[src/rtl/inst_fetch.sv]
// CPU32 instruction fetch stage: owns the PC, drives the instruction ROM and the IF/ID register.
// Optional MIPS delay slot on taken redirects via `define FETCH_DELAY_SLOT_EN.
//
// state | meaning
// BOOT  | first cycle after reset, IF/ID loads normally
// RUN   | normal sequential fetch / redirect handling
// FAULT | misaligned redirect seen; PC frozen, bubbles only, exit by reset
module inst_fetch #(
  parameter logic [31:0] RESET_PC = 32'h0000_0000
) (
  input  logic        clk,
  input  logic        rst_n,
  input  logic        stall,
  input  logic        redirect,
  input  logic [31:0] redirect_pc,
  output logic [31:0] imem_pc,
  input  logic [31:0] imem_inst,
  output logic [31:0] id_inst,
  output logic [31:0] id_pc,
  output logic [31:0] id_pc_plus4,
  output logic        id_valid,
  output logic        fetch_fault
);

  typedef enum logic [1:0] {BOOT, RUN, FAULT} state_t;

  state_t      state;
  logic [31:0] pc;
  logic [31:0] pc_plus4;
  logic        misaligned;

  assign pc_plus4   = pc + 32'd4;
  assign imem_pc    = pc;
  assign misaligned = redirect && (redirect_pc[1:0] != 2'b00);

  always_ff @(posedge clk or negedge rst_n) begin
    if (!rst_n) begin
      state       <= BOOT;
      pc          <= RESET_PC;
      id_inst     <= 32'h0;
      id_pc       <= 32'h0;
      id_pc_plus4 <= 32'h0;
      id_valid    <= 1'b0;
      fetch_fault <= 1'b0;
    end else begin
      case (state)
        BOOT, RUN: begin
          if (!stall) begin
            // id_pc tracks the fetch slot even when the instruction is squashed
            id_pc       <= pc;
            id_pc_plus4 <= pc_plus4;
            if (misaligned) begin
              id_inst     <= 32'h0;
              id_valid    <= 1'b0;
              fetch_fault <= 1'b1;
              state       <= FAULT;
            end else if (redirect) begin
              pc <= redirect_pc;
`ifdef FETCH_DELAY_SLOT_EN
              id_inst  <= imem_inst;
              id_valid <= 1'b1;
`else
              id_inst  <= 32'h0;
              id_valid <= 1'b0;
`endif
              state <= RUN;
            end else begin
              pc       <= pc_plus4;
              id_inst  <= imem_inst;
              id_valid <= 1'b1;
              state    <= RUN;
            end
          end
        end
        FAULT: begin
          id_inst  <= 32'h0;
          id_valid <= 1'b0;
        end
        default: begin
          state <= FAULT;
        end
      endcase
    end
  end

endmodule
[config.mk]
export PLATFORM = sky130hd
export DESIGN_NAME = inst_fetch
export DESIGN_NICKNAME = d
export VERILOG_FILES = /design/src/rtl/inst_fetch.sv
export SDC_FILE = /design/constraint.sdc
export NUM_CORES = 1
export LEC_CHECK = 0
export CORE_AREA = 5 5 113 115
export CTS_BUF_LIST = sky130_fd_sc_hd__clkbuf_8
export CTS_CLUSTER_DIAMETER = 100
export DETAILED_ROUTE_END_ITERATION = 10
export DIE_AREA = 0 0 118 120
export GPL_TIMING_DRIVEN = 0
export PLACE_DENSITY = 0.87
export SYNTH_ARGS = -nofsm -noshare
export SYNTH_HDL_FRONTEND = slang
export SYNTH_SLANG_ARGS = --single-unit
export TNS_END_PERCENT = 30
[constraint.sdc]
create_clock -name clk -period 5.61 [get_ports clk]
set_input_delay 1.4025 -clock clk [delete_from_list [all_inputs] [get_ports clk]]
set_output_delay 1.4025 -clock clk [all_outputs]
set_load 0.02 [all_outputs]
==> flow_summary_export.csv, run 1 <==
group,metric,value,unit
die,initial_core_util,49.9,%
global_routing,grt_pass1_vias,5788,
die,io_pins,198,
routing,wl,18800,um
routing,drtIter0Drc,676,
routing,first_pass_iters,6,
synth,ys_async_sr_fraction,100,%
worst_setup_path,required,5.94,ns
synth,ys_warn_count,0,
worst_setup_path,cp-end-kind,"flip-flop",
cells_and_area,antenna_cells,0,
timing,finalCritPeriodShare,60.6,%
timing,grt_setup_unrepaired,"no",
routing,ant_nets,0,
global_routing,grt.total_usage,26.9,%
timing,setup_viol,0,
global_routing,grt_max_degree,68,
clock_network,cts_root_buf,"clkbuf_8",
clock_network,cts_tree,"built",
place,gp_congestion,0.923,
place,dpl.cell_count,932,
synth,yosys.cell_types.count,55,
clock_network,cts.hold.buffers_added,0,
global_routing,grt_pass1_wl,30200,um
worst_setup_path,startpoint_type,"primary input",
clock_network,cts-resized-gates,0,
timing,fmax,294,MHz
synth,synth-seq-area-share,55.7,%
power_and_ir_drop,leakage,3.78,nW
power_and_ir_drop,powerDensity,362,nW/um^2
timing,drv_slew,0,
synth,synth_cells,587,
min_path,min_path_type,"reg -> reg",
clock_network,path_clk_slew,0.07,ns
synth,syn-num-nets,656,
clock_network,cts_buffers,17,
clock_network,clock_sink_count,130,
place,io_buffers,197,
timing,final.setup.worst_slack,2.21,ns
global_routing,antenna_found_initial,0,
cells_and_area,drive_above_1_share,7.85,%
global_routing,gr-total-overflow,0,
routing,drc_errors,0,
clock_network,htreeDepth,4,
timing,min_period,3.40,ns
die,core,11700,sq um
routing,via_per_inst,5.71,
timing,max_slew.worst_pin.slew,0.762,ns
synth,ys.flop_type,"dfrtp_1",
clock_network,cts_max_path_buffers,2,
place,hpwlAfterDp,13700,um
timing,hold_violations,0,
synth,synth-seq-cells,130,
die,die_area,14200,sq um
worst_setup_path,arrival,3.73,ns
timing,maxSlewHeadroom,48.8,%
clock_network,insertion_delay,0.44,ns
worst_setup_path,crit_fanout,10,
power_and_ir_drop,vdd_drop_max,0.247,mV
clock_network,postCtsSetupBuffers,0,
timing,whs,0.480,ns
synth,synth_edf_count,0,
timing,fin_skew,0.00968,ns
outcome,outcome,"completed",
synth,synthesis.area,5840,sq um
worst_setup_path,worstSetupPathType,"in -> reg",
cells_and_area,area_delta_synth_final,44.1,%
die,rows,40,
routing,num_vias,5490,
synth,postSynthAreaPerCell,9.95,sq um
die,die_h,120,um
die,die_w,118,um
routing,post_drt_wl_per_cell,19.5,um
cells_and_area,final_cells,962,
job,cap_violations,0,
place,place_ws,1.84,ns
cells_and_area,fin_nets,873,
## layout by cell type (no fill, tap or decap), types with 3 or more instances in the layout
master             n
mux2i_1           10
inv_1              5
a22oi_1            9
clkinv_2           3
clkbuf_1          22
xnor2_1           10
and3_1            13
nand4_1            8
a21oi_1           17
buf_6              4
nor2_1            20
or3_1              3
a22o_1            32
nand2_1          147
clkbuf_8          24
nor3_1             3
a31oi_1            4
clkdlybuf4s50_1  196
buf_4              6
buf_2             10
buf_1              4
o21ai_1            6
xor2_1            18
dfrtp_1          130
o21ai_0           50
nand3_1           17
## sequential cells by signal, indices dropped and copies added, names as in the netlist
register / cells
id_valid: 1
state: 2
fetch_fault: 1
imem_pc: 32
id_pc: 32
id_inst: 32
id_pc_plus4: 30
## where the power goes
| group | internal [mW] | total [mW] | leakage (nW) | switching [mW] |
|---|---|---|---|---|
| sequential | 1.12 | 1.28 | 1.64 | 0.152 |
| combinational | 0.464 | 0.969 | 1.93 | 0.506 |
| clock | 0.442 | 0.796 | 0.214 | 0.353 |
| total | 2.03 | 3.04 | 3.78 | 1.01 |
## synth_stat cells, types with 4 or more instances
cell type,count,area [sq um]
buf_4,6,45.0
o21ai_1,6,30.0
clkbuf_1,22,82.6
buf_1,4,15.0
a21oi_1,17,85.1
nand2_1,147,552
and3_1,13,81.3
xnor2_1,10,87.6
o21ai_0,50,250
nand3_1,17,85.1
xor2_1,18,158
a22oi_1,9,67.6
nand4_1,8,50.1
buf_2,10,50.1
a31oi_1,4,25.0
nor2_1,20,75.1
mux2i_1,10,100
a22o_1,32,280
dfrtp_1,130,3250
## area by class of cell
type / count / area, sq um
Sequential cell: 130 / 3250
Multi-Input combinational cell: 407 / 2310
Clock inverter: 8 / 86.3
Tap cell: 147 / 184
Buffer: 48 / 264
Inverter: 2 / 7.51
Timing Repair Buffer: 198 / 2000
Clock buffer: 22 / 303
Fill cell: 853 / 3300
## worst max-delay path, stage by stage
cell             delay [ns]
clkdlybuf4s50_1        0.43
o21ai_1                0.61
and2_0                 0.50
buf_2                  0.33
o21ai_0                0.13
a221o_1                0.31
## final timing paths
| check | from | to | slack [ns] | cells after the start |
|---|---|---|---|---|
| max | redirect_pc[1] | imem_pc[11]$_DFFE_PN0P_ | 2.21 | 6 |
| min | id_pc[26]$_DFFE_PN0P_ | id_pc[26]$_DFFE_PN0P_ | 0.48 | 2 |
| max reg2reg | state[1]$_DFFE_PN0P_ | imem_pc[21]$_DFFE_PN0P_ | 3.37 | 6 |
| min reg2reg | id_pc[26]$_DFFE_PN0P_ | id_pc[26]$_DFFE_PN0P_ | 0.48 | 2 |
| max in group asynchronous | rst_n | imem_pc[2]$_DFFE_PN0P_ | 3.93 | 2 |
| min in group asynchronous | rst_n | id_pc[25]$_DFFE_PN0P_ | 0.93 | 1 |
## routing by layer
layer,share of wire (%),vias up,GRT usage [%]
met4,4.0,0,13.1
met5,0,-,0
met2,47,352,43.0
met1,38,2611,31.7
met3,11,63,10.7
li1,-,2464,-
## through the flow
step	power [mW]	setup TNS [ns]	util [%]	instance area [sq um]
final	3.04	0	71.8	8410
after CTS	3.05	0	71.8	8410
after floorplan	1.70	0	-	5840
after detailed placement	2.27	0	68.5	8020
after global placement	2.23	-218.65	68.3	7990
after global routing	3.18	0	71.8	8410
## cells by family (layout without fill, tap and decap cells)
| kind of cell | count (synthesis) | count (layout) | share of synthesized area [%] |
|---|---|---|---|
| mux | 12 | 12 | 2.10 |
| flops | 130 | 130 | 55.7 |
| compound gates | 134 | 134 | 14.9 |
| xor+xnor | 28 | 28 | 4.20 |
| buf+inv | 50 | 278 | 4.65 |
| simple gates | 232 | 232 | 18.2 |
| fa+ha+maj | 1 | 1 | 0.214 |
No activity file was read; power rests on OpenSTA's default activity.
==> inputs of run 2 (changes only) <==
- CORE_AREA: 5 5 113 115 -> 5 5 118 120
- DIE_AREA: 0 0 118 120 -> 0 0 123 125
- PLACE_DENSITY: 0.87 -> 0.8
- clock period: 5.61 -> 3.25 ns (I/O delays scaled with it)
==> run 2 against run 1 <==
  * Highest routed layer unchanged
  * Combinational power is 71% higher
  * Setup slack worse by 1.9 ns
  * Clock skew is 0.00063 ns higher
  * Largest cell class unchanged
  * Clock power is 80% higher
  * Hold slack worse by 0.19 ns
  * First-iteration DRC count is 22% lower
  * Die area is 8.6% higher
  * Sequential share of layout area is 0.28 points lower
  * Register-to-register slack worse by 2.4 ns
  * Total power is 74% higher
  * Non-clock buffer count stayed put
  * Utilization is 6.0 points lower
==> flow_summary_export.csv, run 2 (synthesis results as in run 1) <==
group,metric,value,unit
die,die_w,123,um
routing,drtIter0Drc,530,
routing,num_vias,5293,
timing,setup_tns,0,ns
clock_network,cts_buffers,17,
routing,post_drt_wl_per_cell,18.4,um
routing,met2_wirelength,8650,um
die,rows,42,
power_and_ir_drop,vdd_drop_max,0.273,mV
cells_and_area,layout_commonest_cell,"clkdlybuf4s50_1",
power_and_ir_drop,power,5.29,mW
global_routing,antenna_found_initial,0,
clock_network,postCtsSetupBuffers,0,
cells_and_area,area_delta_synth_final,45.1,%
power_and_ir_drop,p_clk_share,27.0,%
cells_and_area,filler_cell_count,1006,
cells_and_area,design_area,8470,sq um
global_routing,grt_pass1_wl,28900,um
timing,max_slew.worst_pin.slew,0.854,ns
routing,wl,18300,um
power_and_ir_drop,leakage,3.77,nW
worst_setup_path,startpoint_type,"primary input",
routing,via_per_inst,5.33,
timing,grt_setup_unrepaired,"no",
routing,routed.top_layer,"met4",
global_routing,gr-total-overflow,0,
clock_network,cts_tree,"built",
global_routing,grt.total_usage,24.3,%
clock_network,clock_sink_count,130,
timing,fin_skew,0.0103,ns
timing,hold_violations,0,
power_and_ir_drop,p_switching,1.77,mW
routing,drc_errors,0,
cells_and_area,final_cell_mix,"196 x clkdlybuf4s50_1, 147 x nand2_1, 130 x dfrtp_1, 50 x o21ai_0, 32 x a22o_1",
timing,maxSlewHeadroom,42.7,%
power_and_ir_drop,swShare,33.5,%
die,io_pins,198,
power_and_ir_drop,comb_power_share,31.4,%
place,io_buffers,197,
power_and_ir_drop,p_int,3.51,mW
routing,wl_met1,7360,um
worst_setup_path,worstSetupPathType,"in -> reg",
cells_and_area,final_cells,993,
routing,ant_nets,0,
place,hpwlAfterDp,13400,um
worst_setup_path,crit_fanout,10,
clock_network,htreeDepth,4,
cells_and_area,fin_nets,873,
timing,setup_viol,0,
timing,drv_slew,0,
power_and_ir_drop,powerDensity,624,nW/um^2
clock_network,path_clk_slew,0.07,ns
clock_network,cts_root_buf,"clkbuf_8",
die,core,12900,sq um
die,die_area,15400,sq um
min_path,min_path_type,"in -> async",
timing,finalCritPeriodShare,90.1,%
timing,min_period,2.93,ns
clock_network,insertion_delay,0.44,ns
worst_setup_path,r2r-end,"imem_pc[26]$_DFFE_PN0P_",
clock_network,cts-resized-gates,0,
worst_setup_path,reg2reg_from,"imem_pc[2]$_DFFE_PN0P_",
worst_setup_path,r2r_slack,1.02,ns
worst_setup_path,required,3.57,ns
worst_setup_path,arrival,3.25,ns
worst_setup_path,r2r_cells,7,
die,initial_core_util,45.3,%
power_and_ir_drop,power_frac_seq,41.6,%
place,gp_congestion,0.853,
cells_and_area,antenna_cells,0,
place,dpl_cell_area,8060,sq um
cells_and_area,drive_above_1_share,8.20,%
global_routing,grt_pass1_vias,5394,
clock_network,cts_max_path_buffers,2,
clock_network,cts.hold.buffers_added,0,
worst_setup_path,endpoint,"imem_pc[11]$_DFFE_PN0P_",
worst_setup_path,critPathLaunch,"redirect_pc[0]",
job,cap_violations,0,
place,dpl.cell_count,961,
die,die_h,125,um
cells_and_area,utilization,65.8,%
timing,fmax,342,MHz
routing,first_pass_iters,5,
global_routing,grt_max_degree,88,
routing,met3WireLength,1840,um
outcome,outcome,"completed",
worst_setup_path,cp-end-kind,"flip-flop",
==> run 2: worst max-delay path: stages <==
cell	delay (ns)
clkdlybuf4s50_1	0.45
o21ai_1	0.70
and2_0	0.53
buf_2	0.32
o21ai_0	0.12
a221o_1	0.31
==> run 2: through the flow <==
| step | worst slack (ns) | hold WS [ns] |
|---|---|---|
| final | 0.322 | 0.291 |
| after CTS | 0.444 | 0.279 |
| after global placement | -3.57 | 0.459 |
| after global routing | 0.346 | 0.305 |
| after detailed placement | -0.0234 | 0.464 |
| after floorplan | 1.16 | 0.454 |
==> run 2: final cells by class <==
cell class | instances | area [sq um] | area share, %
sequential | 130 | 3250 | 38.4
tap | 176 | 220 | 2.60
clock inverter | 14 | 166 | 1.96
inverter | 2 | 7.51 | 0.0886
clock buffer | 18 | 248 | 2.92
multi-input combinational | 407 | 2310 | 27.3
buffer | 48 | 264 | 3.12
timing repair buffer | 198 | 2000 | 23.6
==> run 2: power groups by stage <==
stage	combinational, mW	clock (mW)	sequential (mW)
floorplan	0.356	0	2.58
global placement	1.64	0	2.21
detailed placement	1.67	0	2.23
CTS	1.68	1.45	2.20
global route	1.78	1.51	2.25
finish	1.66	1.43	2.20
==> run 2: worst min-delay path by stage <==
| stage | start | slack [ns] | end | depth (start not counted) |
|---|---|---|---|---|
| final | rst_n | 0.29 | id_pc[29]$_DFFE_PN0P_ | 1 |
| after global routing | rst_n | 0.31 | id_pc[29]$_DFFE_PN0P_ | 1 |
| after CTS | rst_n | 0.28 | id_pc_plus4[27]$_DFFE_PN0P_ | 1 |
| after detailed placement | fetch_fault$_DFFE_PN0P_ | 0.46 | fetch_fault$_DFFE_PN0P_ | 1 |
| after global placement | id_pc[26]$_DFFE_PN0P_ | 0.46 | id_pc[26]$_DFFE_PN0P_ | 2 |
| after floorplan | imem_pc[0]$_DFFE_PN0P_ | 0.45 | id_pc[0]$_DFFE_PN0P_ | 2 |
==> run 2: metal layers <==
| metal | vias to the layer above | global-route usage, % |
|---|---|---|
| li1 | 2450 | - |
| met1 | 2549 | 30.9 |
| met2 | 260 | 38.1 |
| met3 | 34 | 8.36 |
| met4 | 0 | 9.51 |
| met5 | - | 0 |
